<file path="src/rtl/lutram_port_scheduler.sv">
// Port scheduler for a write-A / read-B LUT RAM: round-robin arbitration of two
// write requesters, a pass-through read port, and a zero-fill flush sequencer.
module lutram_port_scheduler #(
  parameter int DATA_WIDTH      = 128,
  parameter int DATA_DEPTH_EXP2 = 8,
  parameter int ADDR_WIDTH      = DATA_DEPTH_EXP2
) (
  input  logic                  clk,
  input  logic                  rst,

  input  logic                  flush_req,
  output logic                  busy,
  output logic                  flush_done,

  input  logic                  w0_valid,
  output logic                  w0_ready,
  input  logic [ADDR_WIDTH-1:0] w0_addr,
  input  logic [DATA_WIDTH-1:0] w0_data,

  input  logic                  w1_valid,
  output logic                  w1_ready,
  input  logic [ADDR_WIDTH-1:0] w1_addr,
  input  logic [DATA_WIDTH-1:0] w1_data,

  input  logic                  rd_valid,
  output logic                  rd_ready,
  input  logic [ADDR_WIDTH-1:0] rd_addr,
  output logic [DATA_WIDTH-1:0] rd_data,
  output logic                  rd_data_valid,

  output logic                  ram_ena,
  output logic                  ram_wea,
  output logic [ADDR_WIDTH-1:0] ram_addra,
  output logic [DATA_WIDTH-1:0] ram_dina,
  output logic                  ram_enb,
  output logic [ADDR_WIDTH-1:0] ram_addrb,
  input  logic [DATA_WIDTH-1:0] ram_doutb
);

  typedef enum logic {
    IDLE  = 1'b0,
    FLUSH = 1'b1
  } state_e;

  localparam logic [ADDR_WIDTH-1:0] LAST_ADDR = ADDR_WIDTH'((1 << DATA_DEPTH_EXP2) - 1);

  state_e                  state_q, state_d;
  logic [ADDR_WIDTH-1:0]   cnt_q, cnt_d;
  logic                    last_grant_q, last_grant_d;
  logic                    flush_done_q, flush_done_d;
  logic                    rd_data_valid_q, rd_data_valid_d;

  logic                    is_idle;
  logic                    grant0;
  logic                    grant1;

  assign is_idle = (state_q == IDLE);

  // On a tie the requester that did not win last time is served.
  assign grant0 = is_idle & w0_valid & (~w1_valid | last_grant_q);
  assign grant1 = is_idle & w1_valid & (~w0_valid | ~last_grant_q);

  assign busy       = ~is_idle;
  assign flush_done = flush_done_q;
  assign w0_ready   = grant0;
  assign w1_ready   = grant1;
  assign rd_ready   = is_idle;

  assign ram_enb       = rd_valid & is_idle;
  assign ram_addrb     = rd_addr;
  assign rd_data_valid = rd_data_valid_q;
  assign rd_data       = rd_data_valid_q ? ram_doutb : '0;

  always_comb begin
    ram_ena   = 1'b0;
    ram_wea   = 1'b0;
    ram_addra = '0;
    ram_dina  = '0;
    if (state_q == FLUSH) begin
      ram_ena   = 1'b1;
      ram_wea   = 1'b1;
      ram_addra = cnt_q;
    end else if (grant0) begin
      ram_ena   = 1'b1;
      ram_wea   = 1'b1;
      ram_addra = w0_addr;
      ram_dina  = w0_data;
    end else if (grant1) begin
      ram_ena   = 1'b1;
      ram_wea   = 1'b1;
      ram_addra = w1_addr;
      ram_dina  = w1_data;
    end
  end

  always_comb begin
    state_d         = state_q;
    cnt_d           = cnt_q;
    last_grant_d    = last_grant_q;
    flush_done_d    = 1'b0;
    rd_data_valid_d = rd_valid & is_idle;

    if (grant0) begin
      last_grant_d = 1'b0;
    end else if (grant1) begin
      last_grant_d = 1'b1;
    end

    case (state_q)
      FLUSH: begin
        // A flush request here is deliberately dropped: the sweep already covers it.
        cnt_d = cnt_q + 1'b1;
        if (cnt_q == LAST_ADDR) begin
          state_d      = IDLE;
          flush_done_d = 1'b1;
        end
      end
      default: begin
        if (flush_req) begin
          state_d = FLUSH;
          cnt_d   = '0;
        end
      end
    endcase
  end

  always_ff @(posedge clk) begin
    if (rst) begin
      state_q         <= FLUSH;
      cnt_q           <= '0;
      last_grant_q    <= 1'b1;
      flush_done_q    <= 1'b0;
      rd_data_valid_q <= 1'b0;
    end else begin
      state_q         <= state_d;
      cnt_q           <= cnt_d;
      last_grant_q    <= last_grant_d;
      flush_done_q    <= flush_done_d;
      rd_data_valid_q <= rd_data_valid_d;
    end
  end

endmodule

</file>
<file path="config.mk">
export PLATFORM = sky130hd
export DESIGN_NAME = lutram_port_scheduler
export DESIGN_NICKNAME = d
export VERILOG_FILES = /design/src/rtl/lutram_port_scheduler.sv
export SDC_FILE = /design/constraint.sdc
export NUM_CORES = 1
export LEC_CHECK = 0
export ABC_CLOCK_PERIOD_IN_PS = 1700
export BUFFER_PORTS_ARGS = -buffer_cell sky130_fd_sc_hd__buf_2
export CAP_MARGIN = 20
export CELL_PAD_IN_SITES_DETAIL_PLACEMENT = 0
export CELL_PAD_IN_SITES_GLOBAL_PLACEMENT = 1
export CORE_AREA = 2 2 269 271
export CTS_CLUSTER_SIZE = 30
export DETAILED_ROUTE_END_ITERATION = 6
export DIE_AREA = 0 0 271 273
export PLACE_DENSITY_LB_ADDON = 0.1
export SYNTH_ARGS = -nofsm -noshare
export SYNTH_HDL_FRONTEND = slang
export SYNTH_SLANG_ARGS = --single-unit
</file>
<file path="constraint.sdc">
create_clock -name clk -period 1.7 [get_ports clk]
set_clock_uncertainty 0.15 [all_clocks]
set_input_delay 0.17 -clock clk [delete_from_list [all_inputs] [get_ports clk]]
set_output_delay 0.17 -clock clk [all_outputs]
set_load 0.01 [all_outputs]
</file>
# Yosys cells after proc, flatten, opt, wreduce, memory -nomap -nowiden
# Index checks and enable logic that the tools add are counted.
# classes
n_addsub	1
mul	0
div	0
order_cmp	0
eq_ne	1
shifts	0
muxes	18
n_bitwise	11
reduce_logical	3
# ops
op	count
$mux 128	4
$mux 8	5
$mux 1	9
$add 8x1->8 const B	1
$eq 8x8->1 const B	1
$and 1x1->1	5
$not 1->1	4
$reduce_bool 2->1	2
$or 1x1->1	2
$reduce_or 2->1	1
# totals
ff_bits	12
latchBits	0
ram_bits	0
romBits	0
input_bits	414
word_cells	39
n_memories	0

# Longest topological paths before layout
# Gate-level depths: netlist of run 1.
# logic_depth
ltp_word	6
depth_mapped	8

# Least setup slack after synthesis of run 1
# Ideal clock, no wire load.
# synth_path
path_type	reg2out
startpoint	register state_q (netlist: busy)
endpoint	output ram_dina[100]
arrival_ns	1.489
required_time_ns	1.380
setup_slack_ns	-0.109
stages_incl_launch_ff	9
n_path_buf	5
path_cell_list	dfxtp_1 -> buf_4 -> nor2b_1 -> buf_2 -> and2_1 -> buf_6 -> buf_6 -> buf_6 -> a22o_1
# synth_between
elab_chain_len	6
elab_cells_between_ends	8
cone_classes	mux: 3; bitwise: 5
# synth_lines
item	line_no	rtl
start: declaration	47	state_e state_q, state_d;
start signal: assignment	135	state_q <= state_d;
$not 1->1 (no line)	--	
$and 1x1->1 (2 in series)	61	assign grant1 = is_idle & w1_valid & (~w0_valid | ~last_grant_q);
$mux 128	88	end else if (grant1) begin
$mux 128	83	end else if (grant0) begin
$mux 128 *	79	if (state_q == FLUSH) begin
end: declaration	34	output logic [DATA_WIDTH-1:0] ram_dina,
# Every way passes the cells marked *; elsewhere a longest branch is shown, timed or not.

# Worst setup path in the final report of run 1
# layout_path
startpoint	register last_grant_q
endpoint	output ram_dina[115]
# layout_between
elab_chain_len	6
elab_cells_between_ends	8
cone_classes	mux: 3; bitwise: 5
# layout_lines
item	line_no	rtl
start: declaration	49	logic last_grant_q, last_grant_d;
start signal: assignment	137	last_grant_q <= last_grant_d;
$not 1->1	61	
$or 1x1->1	61	
$and 1x1->1	61	
$mux 128	88	
$mux 128 *	83	
$mux 128 *	79	
# Marked as above.

==> flow_summary.ini, run 1 <==
[timing]
relSlewSlack_pct = 79.1
min_period_ps = 1950
worst_slack_ps = -252
final_max_slew_viol_count = 0
setup_viol = 130
hold_viol = 0
maxClockFrequency_ghz = 0.512
period_share_pct = 115
rsz0062_at_grt = true
worst_pin_slew_ps = 313

[grt]
overflow = 0
grt_pass1_wl_um = 56200
grt_max_degree = 52
grt_pass1_vias = 6054
antenna_found_initial = 29
grtUsageTotal_pct = 11.0

[cts]
clock_sinks = 12
clk_latency_ps = 250
clockBufferDepth = 2
clk_pin_slew_ps = 50
cts_inserted_buffers = 3
cts_tree = done
htreeDepth = 1
root_buffer = clkbuf_16

[placed_design]
dp_cells = 2016
dpl_cell_area_um2 = 7630
port_buffers = 678
pre_cts_slack_ps = -135
gp_congestion = 0.848
dp_hpwl_um = 38100

[final_layout]
postLayoutCellArea_um2 = 8820
nNetsFinal = 1513
fin_util_pct = 12.4
finalNonFillerCells = 2061
area_growth_pct = 194
drive_gt1_share_pct = 70.8

[detailed_routing]
viasPerCell = 2.95
wire_per_inst_um = 22.3
finalWirelength_um = 45900
drt_first_iter_violations = 215
num_vias = 6087
drc = 0
final_antenna_net_count = 0
drtPass1Iterations = 4

[power]
p_sw_share_pct = 27.1
total_leakage_power_nw = 4.79
clock_power_share_pct = 37.3
internal_power_uw = 999
powerDensity_nw_per_um2 = 155
p_seq_share_pct = 21.0
p_comb_share_pct = 41.7
ir_drop_mv = 0.254
switching_power_uw = 371

[status]
status = finished with violations
violations = setup timing

[setup_path]
crit_type = flip-flop to output port
startpoint_type = flip-flop
crit_fanout = 7
crit_path_end_kind = output port
worstPathRequired_ps = 1380
cp_data_arrival_time_ps = 1630

[hold_path]
hold_class = input port to flip-flop

[synthesis]
netlist_area_um2 = 3000
synthArstFlopShare_pct = 0
synth_cell_types = 36
synth_largest_area_cell = a22o_1
syn-num-nets = 819
ys_ff_latch = 12
yosysTopAreaCellShare_pct = 37.3
avgSynthCellArea_um2 = 7.43
ys_seq_area_share_pct = 8.00
synth_ff_type = dfxtp_1
syn_inst = 404
yosysWarnings = 0
synthTopCellsByArea = a22o_1, and2_1, dfxtp_1, buf_6, buf_4
synth-edff-count = 0

[flow_run]
maxCapViolations = 0

[floorplanning]
coreArea_um2 = 71000
top_level_ports = 695
initial_utilization_pct = 4.23
die_w_um = 271
fp.dieH_um = 273
fp.dieArea_um2 = 74000
std_cell_rows = 98
[logic make-up after synthesis]
group	share of synthesized area (%)
AO/OA/AOI/OAI	44.9
AND/OR/NAND/NOR	33.2
adder cells (fa/ha/maj)	0.417
buffers and inverters	13.0
flip-flops	8.00
multiplexers	0.375
[registers in the layout, indices dropped and copies added (netlist names)]
signal,flops
cnt_q,8
busy,1
flush_done,1
last_grant_q,1
rd_data_valid,1
[power groups by stage]
stage	clock [mW]	combinational (mW)	sequential (mW)
global route	0.533	0.632	0.288
global placement	0	0.575	0.297
detailed placement	0	0.573	0.297
finish	0.511	0.571	0.287
CTS	0.522	0.583	0.291
floorplan	0	0.0543	0.299
[worst max-delay path, cell delays in order (launching register included)]
cell,delay (ps)
dfxtp_2,320
nand2b_4,140
and2_4,210
buf_12,170
clkbuf_16,170
a22o_1,230
buf_2,130
[cells in the mapped netlist (3+ instances only)]
cell type  count
a21oi_1        9
a22o_1       128
a32oi_1        5
and2_1       130
buf_1          3
buf_2         13
buf_4         10
buf_6         14
clkbuf_1      18
dfxtp_1       12
inv_1          3
nand2_1        9
nand2b_1       3
nand3_1        6
nor2_1         5
nor2b_1        4
nor3_1         3
o21ai_1        5
or4_1          3
[layout make-up]
type | count | area, um^2
fill | 8317 | 62200
timing repair buffer | 747 | 4770
multi-input combinational | 330 | 2470
tap | 950 | 1190
sequential | 12 | 249
clock buffer | 4 | 88.8
antenna | 14 | 35.0
inverter | 4 | 15.0
[per-layer routing]
| layer | share of wire [%] | track usage [%] | vias up | wire, um |
|---|---|---|---|---|
| met3 | 7.1 | 3.16 | 52 | 3240 |
| li1 | - | - | 2906 | - |
| met4 | 1.7 | 2.24 | 18 | 777 |
| met2 | 53 | 21.1 | 319 | 24400 |
| met5 | 0.30 | 0 | - | 137 |
| met1 | 38 | 11.9 | 2792 | 17300 |
[timing repair]
item	4_1_cts	5_1_grt
endpoints found under the setup margin	142	150
gates cloned	8	12
pin swaps	4	15
hold buffers	0	0
resized for setup	81	46
buffers inserted	7	1
[placed cells by master, fill, tap and decap left out, types with 5 or more instances in the layout]
cell type    n
nand3_1      6
buf_12      11
a22o_4       6
buf_4       45
diode_2     14
buf_16      11
buf_6       38
nor2_1       5
clkbuf_16   14
and2_2       9
dfxtp_1      9
and2_1     119
nand2_1      9
o21ai_1      5
buf_2      626
a21oi_1      9
a32oi_1      5
buf_8        5
a22o_1     122
[worst paths after layout]
path | start | endpoint | slack (ps) | cells past startpoint
hold / removal | rd_valid | rd_data_valid | 130 | 3
setup reg to reg | busy | cnt_q[7] | 140 | 4
setup / recovery | last_grant_q | ram_dina[115] | -250 | 6
hold reg to reg | cnt_q[5] | cnt_q[5] | 380 | 2
[stage by stage]
step	total power, mW	hold slack, ps	setup TNS, ps
2_1_floorplan	0.354	192	-3100
3_3_place_gp	0.872	190	-6810
3_5_place_dp	0.870	190	-3130
4_1_cts	1.39	137	-30560
5_1_grt	1.45	162	-36070
6_report	1.37	135	-27960
Note: power is estimated with default switching activity, not from simulation.
==> run 2, diff against run 1 <==
==> constraint.sdc (replaced) <==
create_clock -name clk -period 1.7 [get_ports clk]
set_clock_uncertainty 0.15 [all_clocks]
set_input_delay 0.34 -clock clk [delete_from_list [all_inputs] [get_ports clk]]
set_output_delay 0.34 -clock clk [all_outputs]
set_load 0.01 [all_outputs]
==> run 2 against run 1 <==
  * The run still ends with setup timing left
  * Global-route usage down 0.61 points
  * Worst setup slack worse by 190 ps
  * Utilization increased by 2.1 points
  * Sequential share of layout area fell by 0.43 points
  * Critical path depth increased by 1
==> flow_summary.ini, run 2 (synthesized netlist as in run 1, its figures left out) <==
[detailed_routing]
num_vias = 6233
viasPerCell = 3.00
wire_per_inst_um = 21.7
finalWirelength_um = 45100
drtPass1Iterations = 4
final_antenna_net_count = 0
drt_first_iter_violations = 181
drc = 0

[final_layout]
n_fill_cell = 8213
mostFrequentLayoutCell = buf_2
seq_area_um2 = 246
drive_gt1_share_pct = 81.5
area_growth_pct = 243
top_register = cnt_q
final_cell_mix = buf_2, buf_6, a22o_1
postLayoutCellArea_um2 = 10300
largest_reg_flops = 8
multi_input_area_um2 = 2760
nNetsFinal = 1535

[status]
status = finished with violations
violations = setup timing

[grt]
overflow = 0
grt_max_degree = 47
antenna_found_initial = 21
grtUsageTotal_pct = 10.4
grt_pass1_vias = 6147
grt_pass1_wl_um = 54100

[timing]
worst_slack_ps = -442
min_period_ps = 2140
worst_pin_slew_ps = 311
fin_setup_tns_ps = -62930
rsz0062_at_grt = true
relSlewSlack_pct = 79.3
period_share_pct = 126
maxClockFrequency_ghz = 0.467
hold_viol = 0
setup_viol = 274
final_max_slew_viol_count = 0

[setup_path]
critPathMaxStageDelay_ps = 330
crit_path_end_kind = output port
cp_common_cell = buf_12
crit_fanout = 8
startpoint_type = flip-flop
cp_slowest_cell = dfxtp_2
worstPathRequired_ps = 1210
worstPathCellList = nand2b_4, a21oi_4, buf_12, buf_12, buf_12, a22o_1, buf_6
cp_data_arrival_time_ps = 1650
crit_type = flip-flop to output port

[cts]
root_buffer = clkbuf_16
htreeDepth = 1
clk_latency_ps = 240
clockBufferDepth = 2
cts_inserted_buffers = 3
postCtsHoldBufs = 0
clock_sinks = 12
clk_pin_slew_ps = 50
cts_tree = done

[placed_design]
port_buffers = 678
gp_congestion = 0.895
dp_hpwl_um = 36200
dpl_cell_area_um2 = 7740
pre_cts_slack_ps = -430

[hold_path]
hold_class = input port to flip-flop

[power]
powerDensity_nw_per_um2 = 125
ir_drop_mv = 0.227
total_leakage_power_nw = 5.17

[floorplanning]
std_cell_rows = 98
die_w_um = 271
coreArea_um2 = 71000
top_level_ports = 695
initial_utilization_pct = 4.23
fp.dieH_um = 273
fp.dieArea_um2 = 74000

[flow_run]
maxCapViolations = 0
run 2: cell types whose count changed in the layout (fill, tap and decap cells not counted), moves of 9 or more:
cell,previous run,this run
and2_4,2,123
and2_1,119,7
buf_12,11,22
and2_2,9,0
buf_6,38,170
buf_2,626,495
run 2: per-stage QoR:
step / power (mW) / cells / utilization (%) / hold slack, ps
after floorplan: 0.353 / 404 / - / 316
after global placement: 0.860 / 2020 / 10.9 / 393
after detailed placement: 0.855 / 2020 / 10.9 / 387
after CTS: 1.31 / 2045 / 12.2 / 309
after global routing: 1.38 / 2075 / 14.5 / 331
final: 1.29 / 2081 / 14.5 / 314
run 2: power breakdown:
| group | switching [mW] | leakage, nW | internal (mW) | total, mW |
|---|---|---|---|---|
| Sequential | 0.00676 | 0.0972 | 0.287 | 0.294 |
| Combinational | 0.215 | 5.03 | 0.353 | 0.568 |
| Clock | 0.119 | 0.0370 | 0.306 | 0.426 |
| Total | 0.342 | 5.17 | 0.946 | 1.29 |
run 2: worst paths after layout:
path,slack (ps),cells after the start,endpoint,from
worst max-delay path,-440,7,ram_dina[122],busy
worst min-delay path,310,2,cnt_q[0],rst
worst max register to register,-160,5,cnt_q[7],busy
worst min register to register,390,2,cnt_q[5],cnt_q[5]
run 2: timing repair:
action                                  4_1_cts  5_1_grt
resized for setup                           115      299
gates cloned                                  9       20
buffers inserted                             13        6
pin swaps                                     2        6
endpoints found under the setup margin      239      278
run 2: cell type report:
class | instances | area share, %
Timing Repair Buffer | 769 | 58.0
Multi-Input combinational cell | 330 | 26.8
Tap cell | 950 | 11.6
Sequential cell | 12 | 2.40
Clock buffer | 3 | 0.730
Antenna cell | 13 | 0.316
Inverter | 4 | 0.170
run 2: per-layer routing:
metal | track usage, % | up-vias | wire [um]
li1 | - | 2964 | -
met1 | 10.9 | 2937 | 17000
met2 | 20.7 | 292 | 24900
met3 | 2.34 | 34 | 2550
met4 | 2.34 | 6 | 626
met5 | 0 | - | 40
run 2: worst max-delay path, delay by kind of cell (launching register included):
kind | cells | cell delay, ps
AOI/OAI and AO/OA | 2 | 350
buffers and inverters | 4 | 560
DFF | 1 | 330
and+or+nand+nor | 1 | 150
==> run 3, diff against run 2 <==
--- a/config.mk
+++ b/config.mk
@@ -5,7 +5,7 @@
 export SDC_FILE = /design/constraint.sdc
 export NUM_CORES = 1
 export LEC_CHECK = 0
-export ABC_CLOCK_PERIOD_IN_PS = 1700
+export ABC_CLOCK_PERIOD_IN_PS = 1800
 export BUFFER_PORTS_ARGS = -buffer_cell sky130_fd_sc_hd__buf_2
 export CAP_MARGIN = 20
 export CELL_PAD_IN_SITES_DETAIL_PLACEMENT = 0
==> constraint.sdc (replaced) <==
create_clock -name clk -period 1.8 [get_ports clk]
set_clock_uncertainty 0.15 [all_clocks]
set_input_delay 0.36 -clock clk [delete_from_list [all_inputs] [get_ports clk]]
set_output_delay 0.36 -clock clk [all_outputs]
set_load 0.01 [all_outputs]
==> run 3 against run 2 <==
  * The run still ends with setup timing left
  * Critical path type unchanged
  * Clock-buffer cell count did not move
  * First-iteration DRC count increased by 8.8%
  * Utilization down 1.1 points
==> flow_summary.ini, run 3 (synthesized netlist as in run 1, its figures left out) <==
[power]
clock_power_share_pct = 35.4
p_total_mw = 1.24
p_seq_share_pct = 22.2
internal_power_uw = 899
ir_drop_mv = 0.229
switching_power_uw = 338
powerDensity_nw_per_um2 = 130
p_sw_share_pct = 27.3
p_comb_share_pct = 42.4
total_leakage_power_nw = 4.95

[final_layout]
drive_gt1_share_pct = 74.6
area_growth_pct = 216
mostFrequentLayoutCell = buf_2
postLayoutCellArea_um2 = 9490
nNetsFinal = 1527
largest_reg_flops = 8
top_register = cnt_q
final_cell_mix = buf_2, a22o_1, buf_6

[floorplanning]
coreArea_um2 = 71000
fp.dieArea_um2 = 74000
std_cell_rows = 98
top_level_ports = 695
die_w_um = 271
initial_utilization_pct = 4.23
fp.dieH_um = 273

[setup_path]
cp_data_arrival_time_ps = 1680
critPathMaxStageDelay_ps = 320
worstPathCellList = nand2b_4, and2_4, buf_12, buf_12, buf_16, a22o_1, buf_2
cp.buffers_inverters = 4
cp_common_cell = buf_12
worstPathRequired_ps = 1290
cp_slowest_cell = dfxtp_2
r2r_end = cnt_q[6]
r2r-start = busy
crit_family = buffers and inverters
worstRegToRegCells = 4
crit_type = flip-flop to output port
r2r_setup_slack_ps = 50
startpoint_type = flip-flop
crit_fanout = 17
crit_path_end_kind = output port

[grt]
antenna_found_initial = 11
grt_pass1_wl_um = 52800
grt_pass1_vias = 6168
grtUsageTotal_pct = 10.1
grt_max_degree = 34
overflow = 0

[placed_design]
dp_hpwl_um = 33400
gp_congestion = 0.870
dpl_cell_area_um2 = 7640
port_buffers = 678

[cts]
postCtsHoldBufs = 0
clk_latency_ps = 250
root_buffer = clkbuf_16
clockBufferDepth = 2
clock_sinks = 12
cts_inserted_buffers = 3
htreeDepth = 1
cts_tree = done
clk_pin_slew_ps = 50

[timing]
rsz0062_at_grt = true
min_period_ps = 2190
setup_viol = 170
period_share_pct = 122
worst_hold_slack_ps = 330
maxClockFrequency_ghz = 0.456
final_max_slew_viol_count = 0
worst_pin_slew_ps = 295
worst_slack_ps = -393
fin_setup_tns_ps = -46460
hold_viol = 0
relSlewSlack_pct = 80.3

[detailed_routing]
num_vias = 6165
viasPerCell = 2.98
finalWirelength_um = 42200
wire_per_inst_um = 20.4
final_antenna_net_count = 0
drtPass1Iterations = 4
drt_first_iter_violations = 197
drc = 0

[hold_path]
hold_class = input port to flip-flop
holdPathStages = 3
min_from = rd_valid
whs_endpoint = rd_data_valid

[status]
status = finished with violations
violations = setup timing

[flow_run]
maxCapViolations = 0
==> run 3: cell count changes in the layout (fill, tap and decap cells not counted), sizes merged <==
cell and delta:
diode -5, clkbuf -8
==> run 3: how the worst max path moves through the flow <==
stage	from	end	slack, ps	cells past startpoint
4_1_cts	busy	ram_dina[1]	-420	7
3_3_place_gp	w0_valid	ram_dina[123]	-420	6
3_5_place_dp	w0_valid	ram_dina[123]	-380	6
2_1_floorplan	busy	ram_dina[108]	-120	8
5_1_grt	busy	ram_dina[18]	-460	7
6_report	last_grant_q	ram_dina[110]	-390	7
==> run 3: area by class of cell <==
type                       instances  area, um^2
fill                            8266       61500
timing repair buffer             761        5370
multi-input combinational        330        2570
tap                              950        1190
sequential                        12         249
clock buffer                       3        75.1
antenna                            8        20.0
inverter                           4        15.0
==> run 3: power groups by stage <==
stage | registers (mW) | clock network [mW] | logic, mW
finish | 0.274 | 0.438 | 0.525
global route | 0.275 | 0.464 | 0.579
CTS | 0.275 | 0.459 | 0.517
detailed placement | 0.283 | 0 | 0.510
global placement | 0.283 | 0 | 0.511
floorplan | 0.283 | 0 | 0.0508
==> run 3: routing by layer <==
metal | share of wire [%] | global-route usage (%) | vias to the layer above
met5 | 0.062 | 0 | -
met4 | 1.4 | 2.24 | 4
met3 | 6.6 | 2.33 | 26
met2 | 55 | 19.8 | 310
met1 | 37 | 10.8 | 2889
li1 | - | - | 2936
==> run 3: worst register-to-register path, cell delays in order (launching register included) <==
cell and delay [ps]:
dfxtp_4 370, buf_4 300, inv_2 190, or4_1 520
a31oi_1 150
==> run 3: through the flow <==
stage | util [%] | instances | worst slack (ps)
after floorplan | - | 404 | -123
after global placement | 10.8 | 2012 | -422
after detailed placement | 10.8 | 2012 | -380
after CTS | 12.3 | 2046 | -417
after global routing | 13.3 | 2064 | -456
final | 13.4 | 2068 | -393
==> run 3: what timing repair did <==
item / CTS / global route
gates cloned: 12 / 12
pin swaps: 2 / 6
buffers inserted: 19 / 6
gates resized for setup: 107 / 127
endpoints found under the setup margin: 168 / 228
